--- src/rtl/note_sequencer.sv ---
// Song sequencer: walks a song ROM and hands tone half-periods to a tone generator.
// Optional inter-note silence is compiled in with `define NOTE_GAP_EN.
module note_sequencer #(
    parameter int unsigned BEAT_CYCLES = 6250000,
    parameter int unsigned SONG_LEN    = 92,
    parameter int unsigned GAP_CYCLES  = 625000
) (
    input  logic        clk,
    input  logic        rst_n,
    input  logic        play,
    input  logic        loop_en,
    output logic [6:0]  rom_addr,
    input  logic [5:0]  rom_data,
    output logic [31:0] half_period,
    output logic        note_valid,
    input  logic        note_ready,
    output logic        busy,
    output logic        song_done
);

    typedef enum logic [2:0] {
        StIdle, StAddr, StData, StIssue, StHold, StGap, StStop, StDone
    } state_e;

    localparam logic [6:0] LastIdx = 7'(SONG_LEN - 1);

    state_e      state_q, state_d;
    logic [6:0]  idx_q, idx_d;
    logic [31:0] cnt_q, cnt_d;
    logic [31:0] half_q, half_d;
    logic [1:0]  len_q, len_d;
    logic        stop_done_q, stop_done_d;
    logic        song_done_q, song_done_d;
    logic        gap_sent_q, gap_sent_d;

    logic [31:0] full_len;
    logic [31:0] hold_len;
    logic        go_stop;
    logic        advance;

    function automatic logic [31:0] pitch_lut(input logic [3:0] code);
        logic [31:0] hp;
        case (code)
            4'd1:    hp = 32'd47778;
            4'd2:    hp = 32'd42565;
            4'd3:    hp = 32'd37921;
            4'd4:    hp = 32'd35793;
            4'd5:    hp = 32'd31888;
            4'd6:    hp = 32'd28409;
            4'd7:    hp = 32'd25309;
            4'd8:    hp = 32'd23889;
            4'd9:    hp = 32'd17896;
            default: hp = 32'd0;
        endcase
        return hp;
    endfunction

    always_comb begin
        full_len = ({30'd0, len_q} + 32'd1) * BEAT_CYCLES;
`ifdef NOTE_GAP_EN
        // Silence is carved out of the note's own slot so the beat grid is kept.
        hold_len = (full_len > 32'(GAP_CYCLES)) ? full_len - 32'(GAP_CYCLES) : 32'd1;
`else
        hold_len = full_len;
`endif
    end

    always_comb begin
        state_d     = state_q;
        idx_d       = idx_q;
        cnt_d       = cnt_q;
        half_d      = half_q;
        len_d       = len_q;
        stop_done_d = stop_done_q;
        song_done_d = 1'b0;
        gap_sent_d  = gap_sent_q;
        go_stop     = 1'b0;
        advance     = 1'b0;

        unique case (state_q)
            StIdle: begin
                if (play) state_d = StAddr;
            end
            StAddr: begin
                if (!play) go_stop = 1'b1;
                else       state_d = StData;
            end
            StData: begin
                if (!play) begin
                    go_stop = 1'b1;
                end else begin
                    half_d  = pitch_lut(rom_data[5:2]);
                    len_d   = rom_data[1:0];
                    state_d = StIssue;
                end
            end
            StIssue: begin
                // A pending offer is always completed before reacting to play.
                if (note_ready) begin
                    cnt_d = 32'd0;
                    if (!play) go_stop = 1'b1;
                    else       state_d = StHold;
                end
            end
            StHold: begin
                if (!play) begin
                    go_stop = 1'b1;
                end else if (({1'b0, cnt_q} + 33'd1) >= {1'b0, hold_len}) begin
`ifdef NOTE_GAP_EN
                    state_d    = StGap;
                    cnt_d      = 32'd0;
                    half_d     = 32'd0;
                    gap_sent_d = 1'b0;
`else
                    advance = 1'b1;
`endif
                end else begin
                    cnt_d = cnt_q + 32'd1;
                end
            end
            StGap: begin
                if (!play) begin
                    go_stop = 1'b1;
                end else if (!gap_sent_q) begin
                    if (note_ready) gap_sent_d = 1'b1;
                    cnt_d = 32'd0;
                end else if (({1'b0, cnt_q} + 33'd1) >= {1'b0, 32'(GAP_CYCLES)}) begin
                    advance = 1'b1;
                end else begin
                    cnt_d = cnt_q + 32'd1;
                end
            end
            StStop: begin
                if (note_ready) state_d = stop_done_q ? StDone : StIdle;
            end
            StDone: begin
                if (!play) begin
                    state_d = StIdle;
                    idx_d   = 7'd0;
                end
            end
        endcase

        if (advance) begin
            cnt_d = 32'd0;
            if (idx_q == LastIdx) begin
                song_done_d = 1'b1;
                if (loop_en) begin
                    idx_d   = 7'd0;
                    state_d = StAddr;
                end else begin
                    state_d     = StStop;
                    half_d      = 32'd0;
                    stop_done_d = 1'b1;
                end
            end else begin
                idx_d   = idx_q + 7'd1;
                state_d = StAddr;
            end
        end

        // idx is kept so playback resumes at the interrupted entry.
        if (go_stop) begin
            state_d     = StStop;
            half_d      = 32'd0;
            cnt_d       = 32'd0;
            stop_done_d = 1'b0;
        end
    end

    always_ff @(posedge clk) begin
        if (!rst_n) begin
            state_q     <= StIdle;
            idx_q       <= 7'd0;
            cnt_q       <= 32'd0;
            half_q      <= 32'd0;
            len_q       <= 2'd0;
            stop_done_q <= 1'b0;
            song_done_q <= 1'b0;
            gap_sent_q  <= 1'b0;
        end else begin
            state_q     <= state_d;
            idx_q       <= idx_d;
            cnt_q       <= cnt_d;
            half_q      <= half_d;
            len_q       <= len_d;
            stop_done_q <= stop_done_d;
            song_done_q <= song_done_d;
            gap_sent_q  <= gap_sent_d;
        end
    end

    assign rom_addr    = idx_q;
    assign half_period = half_q;
    assign song_done   = song_done_q;
    assign busy        = (state_q != StIdle) && (state_q != StDone);
    assign note_valid  = (state_q == StIssue) || (state_q == StStop) ||
                         ((state_q == StGap) && !gap_sent_q);

endmodule

--- config.mk ---
export PLATFORM = sky130hd
export DESIGN_NAME = note_sequencer
export DESIGN_NICKNAME = d
export VERILOG_FILES = /design/src/rtl/note_sequencer.sv
export SDC_FILE = /design/constraint.sdc
export NUM_CORES = 1
export LEC_CHECK = 0
export ABC_AREA = 1
export ABC_CLOCK_PERIOD_IN_PS = 4800
export CORE_MARGIN = 3
export CORE_UTILIZATION = 58
export DETAILED_ROUTE_END_ITERATION = 16
export PLACE_DENSITY = 0.86
export SLEW_MARGIN = 10
export SYNTH_ARGS = -nofsm -noshare
export SYNTH_HDL_FRONTEND = slang
export SYNTH_SLANG_ARGS = --single-unit
--- constraint.sdc ---
create_clock -name clk -period 4.8 [get_ports clk]
set_input_delay 0.96 -clock clk [delete_from_list [all_inputs] [get_ports clk]]
set_output_delay 0.96 -clock clk [all_outputs]
set_load 0.005 [all_outputs]
== Yosys cells after proc, flatten, opt, wreduce, memory -nomap -nowiden ==
Memory sizes are Yosys's and may differ from the RTL's.
Cells that the tools add are included.

* Bits in registers: 79
* Latch bits: 0
* Memory bits (writable): 0
* Bits in read-only memories: 256
* Input bits: 11
* Output and inout bits: 42
* Word-level logic and storage cells: 109
* Memories: 1

* Add/subtract/negate cells: 4
* Multipliers: 1
* Div/mod/pow operators: 0
* Order comparisons: 2
* Equal/unequal tests: 28
* Shifts and indexed selects: 0
* Multiplexer cells: 42
* Bitwise operators: 2
* Reductions and logical operators: 20

{| class="wikitable"
|+ Memories
! memory !! depth !! width !! read ports !! clocked after Yosys merged registers in !! wr ports !! line !! text
|-
| (name not given) || 16 || 16 || 1 || 0 || 0 || 43 || <nowiki>case (code)</nowiki>
|}

{| class="wikitable"
|+ Operators with widths
! kind !! number
|-
| $mux W32 || 11
|-
| $pmux W32 S3 || 1
|-
| $mux W3 || 12
|-
| $mux W7 || 5
|-
| $add A32 B1 Y33 const B || 1
|-
| $ge A33 B20 Y1 const B || 1
|-
| $ge A33 B26 Y1 || 1
|-
| $add A32 B1 Y32 const B || 1
|-
| $ne A4 B4 Y1 const B || 7
|-
| $ne A3 B3 Y1 const B || 9
|-
| $mul A3 B19 Y22 const B || 1
|-
| $pmux W3 S6 || 1
|-
| $reduce_and A8 Y1 || 2
|-
| $eq A3 B3 Y1 const B || 4
|-
| $mux W1 || 10
|-
| $ne A2 B2 Y1 const B || 4
|-
| $reduce_bool A8 Y1 || 1
|-
| $add A7 B1 Y7 const B || 1
|-
| $eq A7 B7 Y1 const B || 1
|-
| $reduce_bool A7 Y1 || 1
|-
| $eq A3 B2 Y1 const B || 2
|-
| $reduce_and A2 Y1 || 3
|-
| $reduce_and A6 Y1 || 1
|-
| $reduce_bool A3 Y1 || 2
|-
| 12 further kinds || 16
|}

== Logic depth before layout (Yosys ltp) ==
* Depth in word-level cells: 8
* Mapped depth: 26
* Depth with buffers taken out: 26

== Least setup slack after synthesis ==
OpenSTA, ideal clock, no wires.

* Path kind: flip-flop to flip-flop
* From: register len_q[0]
* To: register cnt_q[21]
* Library setup time: 0.070 ns
* Arrival time: 3.487 ns
* Required time: 4.730 ns
* Slack: 1.243 ns
* Stages on the path, launching flop included: 23
* Buffers on the path: 1
* Clock period less this slack: 3.557 ns
* Cells stage by stage: dfxtp_1 > inv_1 > ha_1 > xnor2_1 > ha_1 > nand2_1 > o311ai_0 > xor2_1 > ha_1 > nand2_1 > nor2_1 > nand2_1 > nor2_1 > nand4_1 > nand4_1 > nor2_1 > nand2_1 > a22oi_1 > nand2_2 > clkinv_2 > buf_4 > nand3_1 > a21oi_1

* Word-level cells in the longest chain between the ends: 7
* Elaborated cells on any way between the ends: 9
* Those cells by class: add/sub: 1; mul: 1; order compare: 1; eq/ne: 1; mux: 3; reduce/logical: 2

{| class="wikitable"
|+ RTL lines
! item !! line !! text
|-
| start: declaration || 31 || <nowiki>logic [1:0] len_q, len_d;</nowiki>
|-
| start signal: assignment || 186 || <nowiki>len_q <= len_d;</nowiki>
|-
| $add A2 B1 Y3 * || 59 || <nowiki>full_len = ({30'd0, len_q} + 32'd1) * BEAT_CYCLES;</nowiki>
|-
| $mul A3 B19 Y22 * || 59 ||
|-
| $ge A33 B26 Y1 * || 108 || <nowiki>end else if (({1'b0, cnt_q} + 33'd1) >= {1'b0, hold_len}) begin</nowiki>
|-
| $mux W1 || 108 ||
|-
| $mux W1 || 106 || <nowiki>if (!play) begin</nowiki>
|-
| $pmux W1 S2 || 80 || <nowiki>unique case (state_q)</nowiki>
|-
| $reduce_or A3 Y1 (no line) || n/a ||
|-
| end signal: assignment || 184 || <nowiki>cnt_q <= cnt_d;</nowiki>
|-
| end: declaration || 29 || <nowiki>logic [31:0] cnt_q, cnt_d;</nowiki>
|}

Mark *: on every way between the ends. The rest lies on a longest branch, timed or not.
A chain may end at the register's enable or synchronous reset.

== Worst setup path in the final report ==
* From: register len_q[0]
* To: register half_q[10], in the netlist half_period[10]

* Word-level cells in the longest chain between the ends: 7

{| class="wikitable"
|+ RTL lines
! item !! line !! text
|-
| $add A2 B1 Y3 || 59 ||
|-
| $mul A3 B19 Y22 || 59 ||
|-
| $ge A33 B26 Y1 || 108 ||
|-
| $mux W1 || 108 ||
|-
| $mux W1 || 106 ||
|-
| $pmux W1 S2 || 80 ||
|-
| $mux W32 || 144 || <nowiki>if (advance) begin</nowiki>
|-
| end signal: assignment || 185 || <nowiki>half_q <= half_d;</nowiki>
|-
| end: declaration || 30 || <nowiki>logic [31:0] half_q, half_d;</nowiki>
|}

Every way passes these cells.

==> impl_metrics.csv <==
group,metric,value,unit
drt,ant_nets,0,
clock_tree,cts.sinks,79,
pwr,leakage,2.63,nW
drt,dr_total_vias,5558,
finish,drive_gt1_share,5.60,%
drt,drt-initial-drc-count,321,
synthesis,yosys.area_share.simple,37.9,%
setup_path,cpMaxStageDelayCell,"dfxtp_1",
drt,drc,0,
synthesis,synth-xor-area-share,2.58,%
synthesis,synth_edf_count,0,
floorplan,dieArea,10500,µm²
setup_path,timing.rr.end,"half_period[10]",
floorplan,ios,53,
setup_path,cp_max_fo,31,
floorplan,die_y,102,µm
synthesis,synth-compound-area-share,12.0,%
setup_path,timing.rr.start,"len_q[0]",
synthesis,yosysSeqAreaShare,29.4,%
placed_design,numPortBuffers,52,
floorplan,placementRows,34,
setup_path,worstSetupPathType,"flop to flop",
floorplan,die_width,102,µm
timing,tns,0,ns
clock_tree,hold_buffers,0,
timing,rsz0062_at_grt,"false",
clock_tree,path_clk_slew,0.08,ns
synthesis,synthCells,845,
finish,layout_common_cells,"nand2_1 (238), nor2_1 (117), inv_1 (90), dfxtp_1 (79), a21oi_1 (68)",
min_path,hp-class,"flop to flop",
synthesis,synth_area,5380,µm²
grt,grt_pass1_vias,5299,
placed_design,hpwl,10700,µm
clock_tree,clkLatencyLatePin,0.35,ns
timing,max_clock_freq,234,MHz
timing,fin_crit_sh,89.2,%
setup_path,r2r_cells,22,
synthesis,synth.yosys.warnings,0,
setup_path,crit_chain,"inv_1 -> ha_1 -> xnor2_1 -> ha_1 -> nand2_1 -> o311ai_0 -> xor2_1 -> ha_1 -> nand2_1 -> nor2_1 -> nand2_1 -> nor2_1 -> nand4_1 -> nand4_1 -> nor2_1 -> nand2_1 -> nand2_1 -> nand2_2 -> nand3_2 -> nand2_1 -> buf_4 -> a21oi_1",
pwr,irDropWorstVdd,0.219,mV
clock_tree,root_buffer,"clkbuf_8",
timing,final-max-slew-violation-count,0,
finish,fin_util,69.6,%
finish,antennaDiodeCount,0,
finish,area_growth_syn_to_layout,14.5,%
setup_path,slowest_delay,0.52,ns
setup_path,end_kind,"flop",
clock_tree,cts_resized,0,
timing,skew,0.0115,ns
drt,vias_per_cell,5.55,
clock_tree,postCtsSetupBuffers,0,
placed_design,dpl.cell_count,986,
synthesis,yosysUniqueCellTypes,39,
setup_path,cp.arrival,4.50,ns
synthesis,synth_fa_ha_area_share,9.30,%
grt,overflow,0,
min_path,holdPathEnd,"half_period[28]",
synthesis,ys_ff_latch,79,
finish,mostFrequentLayoutCell,"nand2_1",
grt,grt_pass1_wl,23700,µm
clock_tree,numCtsBuffers,9,
clock_tree,cts_tree,"done",
clock_tree,h-tree-depth,3,
setup_path,required,5.02,ns
setup_path,r2r_slack,0.52,ns
pwr,power,1.84,mW
flow_run,cap_violations,0,
floorplan,core_area,8850,µm²
grt,grt_use_total,27.8,%
floorplan,initial_core_util,60.8,%
timing,hold_viol,0,
synthesis,synth_ff_type,"dfxtp_1",
synthesis,avgSynthCellArea,6.37,µm²
placed_design,place_congestion,1.01,
timing,setup_viol,0,
synthesis,synthMuxAreaShare,0,%
run_status,outcome,"complete, no violations",
pwr,p_per_area,298,nW/µm²
min_path,hold_depth,2,
finish,nets,940,
grt,grt_max_degree,36,
timing,slew-limit-headroom,16.1,%
clock_tree,cts.path.max_buffers,2,
setup_path,startpoint_type,"flop",
synthesis,synth-async-reset-ratio,0,%
drt,drt_first_pass_iters,5,
drt,wirelength,14000,µm
setup_path,crit_path_frequent_cell,"nand2_1",
synthesis,synth_top_family_by_area,"simple AND/OR/NAND/NOR gates",
finish,final_cells,1001,
min_path,hp-start,"half_period[28]",
drt,wire_per_inst,13.9,µm
timing,min_period,4.28,ns
grt,grt_antenna_before_repair,0,
timing,worst_pin_slew,1.26,ns
synthesis,synthesis.nets,896,
## critical path: cells and delay by family (launching register included)
family	cells	cell delay (ns)
adders and majority gates	3	1.03
DFF	1	0.52
and+or+nand+nor	13	1.27
xor gates and xnor gates	2	0.33
buffers and inverters	2	0.48
AOI/OAI and AO/OA	2	0.52
## stage by stage
stage               cell area, µm²  setup WS [ns]  hold slack, ns
finish                        6160          0.520           0.443
global route                  6160          0.114           0.468
CTS                           6150          0.392           0.447
detailed placement            5940          0.409           0.434
global placement              5940          0.654           0.430
floorplan                     5380           1.24           0.441
## power breakdown
part           total (mW)  switching (mW)  internal [mW]
clock network       0.538           0.246          0.292
registers           0.724          0.0392          0.685
logic               0.576           0.379          0.197
total                1.84           0.664           1.17
## worst max path at each step
stage / startpoint / to / cells past startpoint
finish: len_q[0] / half_period[10] / 22
global route: len_q[0] / half_period[3] / 22
CTS: len_q[0] / cnt_q[4] / 21
detailed placement: len_q[0] / cnt_q[4] / 21
global placement: len_q[0] / cnt_q[4] / 21
floorplan: len_q[0] / cnt_q[21] / 22
## cell families after synthesis
kind of cell	Yosys count
adders and majority gates	40
buffers and inverters	117
AOI/OAI and AO/OA	121
and+or+nand+nor	473
DFF	79
xor gates and xnor gates	15
## cell type report
cell class,count,area [µm²]
Tap cell,108,135
Multi-Input combinational cell,649,3330
Sequential cell,79,1580
Clock buffer,10,128
Inverter,95,359
Timing Repair Buffer,55,543
Clock inverter,5,82.6
Fill cell,767,2690
## Yosys cell counts (3+ instances only)
cell	count	share of area, %
nand2_1	238	17
o21ai_1	3	0.28
nor3_2	4	0.74
xor2_1	11	1.8
nand3b_1	5	0.70
o21ai_0	36	3.3
nor2_4	5	1.0
a22oi_1	3	0.42
and2_1	3	0.35
buf_2	7	0.65
nor2_2	6	0.70
ha_1	40	9.3
nand2_2	9	1.0
buf_4	3	0.42
nor2_1	117	8.2
o21bai_1	3	0.42
nand4_1	8	0.93
a21oi_1	69	6.4
nand3_1	59	5.5
xnor2_1	3	0.49
clkbuf_1	10	0.70
nor3_1	13	1.2
dfxtp_1	79	29
inv_1	90	6.3
## routing by layer
metal / share of wire (%) / routed length (µm) / GRT usage (%)
met5: 0 / 0 / 0
met4: 3.9 / 548 / 12.8
met3: 7.1 / 990 / 6.21
met2: 47 / 6540 / 46.3
met1: 42 / 5880 / 34.3
## state kept, by name (all words and copies together), names as in the netlist
name,cells
cnt_q,32
half_period,32
rom_addr,7
state_q,3
len_q,2
gap_sent_q,1
song_done,1
stop_done_q,1
No activity file was read; power rests on OpenSTA's default activity.
